[config.mk]
export PLATFORM = sky130hd
export DESIGN_NAME = tag_tree_node
export DESIGN_NICKNAME = d
export VERILOG_FILES = /design/src/rtl/tag_tree_node.sv
export SDC_FILE = /design/constraint.sdc
export NUM_CORES = 1
export LEC_CHECK = 0
export CAP_MARGIN = 20
export CORE_AREA = 4 4 41 43
export DETAILED_ROUTE_END_ITERATION = 10
export DIE_AREA = 0 0 45 47
export GPL_TIMING_DRIVEN = 0
export PLACE_DENSITY = 0.45
export SLEW_MARGIN = 20
export SYNTH_ARGS = -nofsm -noshare
export SYNTH_HDL_FRONTEND = slang
export SYNTH_SLANG_ARGS = --single-unit
[constraint.sdc]
create_clock -name vclk -period 1.15
set_clock_uncertainty 0.05 [all_clocks]
set_input_delay 0.115 -clock vclk [all_inputs]
set_output_delay 0.115 -clock vclk [all_outputs]
set_load 0.01 [all_outputs]
[src/rtl/tag_tree_node.sv]
// Two-input tag tree arbitration node: merges two child (tag, rdy) requests toward the parent
// and steers the parent's ack back to the forwarded child. Macro TREE_NODE_ROUND_ROBIN_EN selects round-robin.
module tag_tree_node #(
  parameter int TAG_SZ       = 5,
  parameter int ENABLE_DELAY = 0
) (
  input  logic              clk,
  input  logic              rst,
  input  logic [TAG_SZ-1:0] left_tag,
  input  logic              left_rdy,
  output logic              left_ack,
  input  logic [TAG_SZ-1:0] right_tag,
  input  logic              right_rdy,
  output logic              right_ack,
  output logic [TAG_SZ-1:0] tag,
  output logic              rdy,
  input  logic              ack
);

  logic              prefer_right;
  logic              grant_valid;
  logic              sel_right;
  logic              take;
  logic [TAG_SZ-1:0] sel_tag;

  assign grant_valid = left_rdy | right_rdy;
  assign sel_right   = right_rdy & (~left_rdy | prefer_right);
  assign sel_tag     = sel_right ? right_tag : left_tag;

  // take marks the cycle in which the selected child's request is consumed
  assign left_ack  = take & ~sel_right;
  assign right_ack = take & sel_right;

`ifdef TREE_NODE_ROUND_ROBIN_EN
  always_ff @(posedge clk) begin
    if (rst) begin
      prefer_right <= 1'b0;
    end else if (take) begin
      prefer_right <= ~sel_right;
    end
  end
`else
  assign prefer_right = 1'b0;
`endif

  if (ENABLE_DELAY != 0) begin : g_reg
    logic [TAG_SZ-1:0] tag_p1;
    logic              vld_p1;
    logic              load;

    // refill whenever the slot is empty or is being drained this very cycle
    assign load = ~rst & grant_valid & (~vld_p1 | ack);

    // stage p1: one-entry holding register toward the parent
    always_ff @(posedge clk) begin
      if (rst) begin
        vld_p1 <= 1'b0;
        tag_p1 <= '0;
      end else if (load) begin
        vld_p1 <= 1'b1;
        tag_p1 <= sel_tag;
      end else if (ack) begin
        vld_p1 <= 1'b0;
      end
    end

    assign take = load;
    assign tag  = tag_p1;
    assign rdy  = vld_p1 & ~rst;
  end else begin : g_comb
    assign rdy  = grant_valid & ~rst;
    assign tag  = sel_tag;
    assign take = ack & rdy;
  end

endmodule

==> results.md <==
* Sw Pwr at around 40 µW
* YS warnings at 0
* Logic gate share of total power at 1.000
* Seq/Total Area, Yosys at 0
* Clock Power Share at 0
* Die height at roughly 47 µm
* Drt initial violations at 0
* Post-Route WL at about 570 µm
* Arrival @ worst endpoint at ~0.94 ns
* Status: finished clean
* Fin area at 347 µm²
* Internal power at between 90 and 100 µW
* Port buffer count at 22
* Post-DR vias/cell at between 3 and 4
* Worst setup endpoint: tag[2]
* FP Rows at 13
* Slew @ Worst Pin at 0.154 ns
* Endpoint type of the worst setup path: primary output
* Area Overhead vs Synth at 177%
* Post-synth top cells: 5 x mux2_4, 2 x nor2_1
* Cells after Synth at 11
* Sequential Area at 0 µm²
* Seq_cells at 0
* Vias in the first global route at 199
* Sequential Power Share at 0
* Total gr overflow at 0
* Placed cell count at 48
* Total GRT Usage at 0.0519
* # clk buffers at 0
* Unrepaired setup endpoints after global routing: no
* CP Max Fanout at 6
* First-pass GRT wire length at 848 µm
* Setup violators final at 0
* GP Congestion at approximately 0.57
* Setup CP Type: primary input to primary output
* Mapped Nets at 26
* Synthesized cell area at 125 µm²
* DP Area at roughly 360 µm²
* # DRC at 0
* Initial antenna violation count at 0
* Cell taking the most area after synthesis: mux2_4
* Top-count cell post-synth: mux2_4
* Crit path largest cell delay at 0.32 ns
* Max frequency at 908 MHz
* Fin crit share at 0.957
* Hold path depth at 3
* I/O pin cnt at 23
* Fin. max-slew vios at 0
* Final #Nets at 49
* Crit path launch: right_rdy
* Post-route ant nets at 0
* Setup Buffers After CTS at 0
* CP max-delay cell: mux2_4
* Relative slew slack at 0.897
* Cells along the critical path: clkdlybuf4s15_1 -> nand2b_4 -> mux2_4 -> buf_6
* Post-route core utilization at 0.266
* Pin count of the biggest net entering global routing at 7
* WL/cell at about 12 µm
* HP Class: primary input to primary output
* Starting density of the core at 0.0962
* Share of cells above drive strength 1 at 0.500
* Number of max-cap violations at 0
* Synth top area cells: mux2_4 60%, nand2b_4 11%, buf_6 9.0%
* Critical path depth at 4
* Core ar. at 1300 µm²
* Width of the die at 45 µm
* Cell family with most CP delay: buffers and inverters
* Yosys top cell area share at 0.600
* Worst Path Buf+Inv at 2
* DR pass1 iterations at 1
* LEAKAGE at about 0.00017 µW
* Hold Buf Count CTS at 0
* Final Hold Viols at 0
* Worst endpoint required time at 0.99 ns
* Sw Share at 0.306
* Non-Filler Instances at 47
* ANT cells at 0
* Synth unique cells at 6
* Syn_area_per_cell at 11.4 µm²
* Worst vdd rail ir drop at 0.103 mV
* Die area at 2120 µm²
* Critical path startpoint category: primary input
* Vias at 167
* Fin crit period at ~1.1 ns
* P per Cell Area at 382 nW/µm²
[power by group through the flow]
stage | sequential (µW) | combinational [µW] | clock (µW)
2_1_floorplan | 0 | 49.8 | 0
3_3_place_gp | 0 | 140 | 0
3_5_place_dp | 0 | 141 | 0
4_1_cts | 0 | 135 | 0
5_1_grt | 0 | 142 | 0
6_report | 0 | 132 | 0
[layout by cell type, fill, tap and decap left out, drive strengths merged]
master / Yosys / final
and3b: 1 / 1
buf: 1 / 7
clkbuf: 0 / 1
clkdlybuf4s15: 0 / 1
clkdlybuf4s50: 0 / 11
dlygate4sd2: 0 / 2
mux2: 5 / 5
nand2b: 1 / 1
nor2: 2 / 2
nor3b: 1 / 1
[kinds of logic after synthesis]
family                 count (synthesis)  synth area share
multiplexers                           5             0.600
AND/OR/NAND/NOR                        5             0.310
buffers and inverters                  1            0.0900
[worst min path at each step]
| stage | to | startpoint | slack (ns) |
|---|---|---|---|
| detailed placement | rdy | rst | 1.20 |
| floorplan | rdy | rst | 0.23 |
| global placement | rdy | rst | 1.20 |
| finish | left_ack | left_rdy | 0.58 |
| CTS | right_ack | rst | 0.60 |
| global route | left_ack | left_rdy | 0.61 |
[per-stage QoR]
step	setup WS (ns)	TNS (ns)	hold slack, ns	power (µW)
after floorplan	0.291	0	0.228	49.8
after global placement	-0.667	-4.68	1.20	140
after detailed placement	-0.678	-4.71	1.20	141
after CTS	0.00510	0	0.601	135
after global routing	0.00865	0	0.605	142
final	0.0492	0	0.580	132
[per-layer routing]
layer | wire length, µm | GRT usage | vias up | part of all wire
met5 | 0 | 0 | - | 0
met4 | 0 | 0 | 0 | 0
met3 | 113 | 0.0115 | 0 | 0.20
met2 | 163 | 0.0621 | 22 | 0.29
met1 | 291 | 0.0921 | 63 | 0.51
li1 | - | - | 82 | -
[cell type report]
class	count	area (µm²)
fill	144	955
multi-input combinational	10	119
tap	15	18.8
timing repair buffer	22	209
[what timing repair did]
| item | 4_1_cts | 5_1_grt |
|---|---|---|
| setup endpoints to repair | 8 | 6 |
| gates resized for setup | 39 | 3 |
| cloned | 0 | 0 |
| pin swaps | 0 | 0 |
[tightest hold or removal path: stages]
cell	delay, ns
clkbuf_2	0.10
and3b_2	0.18
buf_2	0.12
Power figures use the tool's default switching activity.
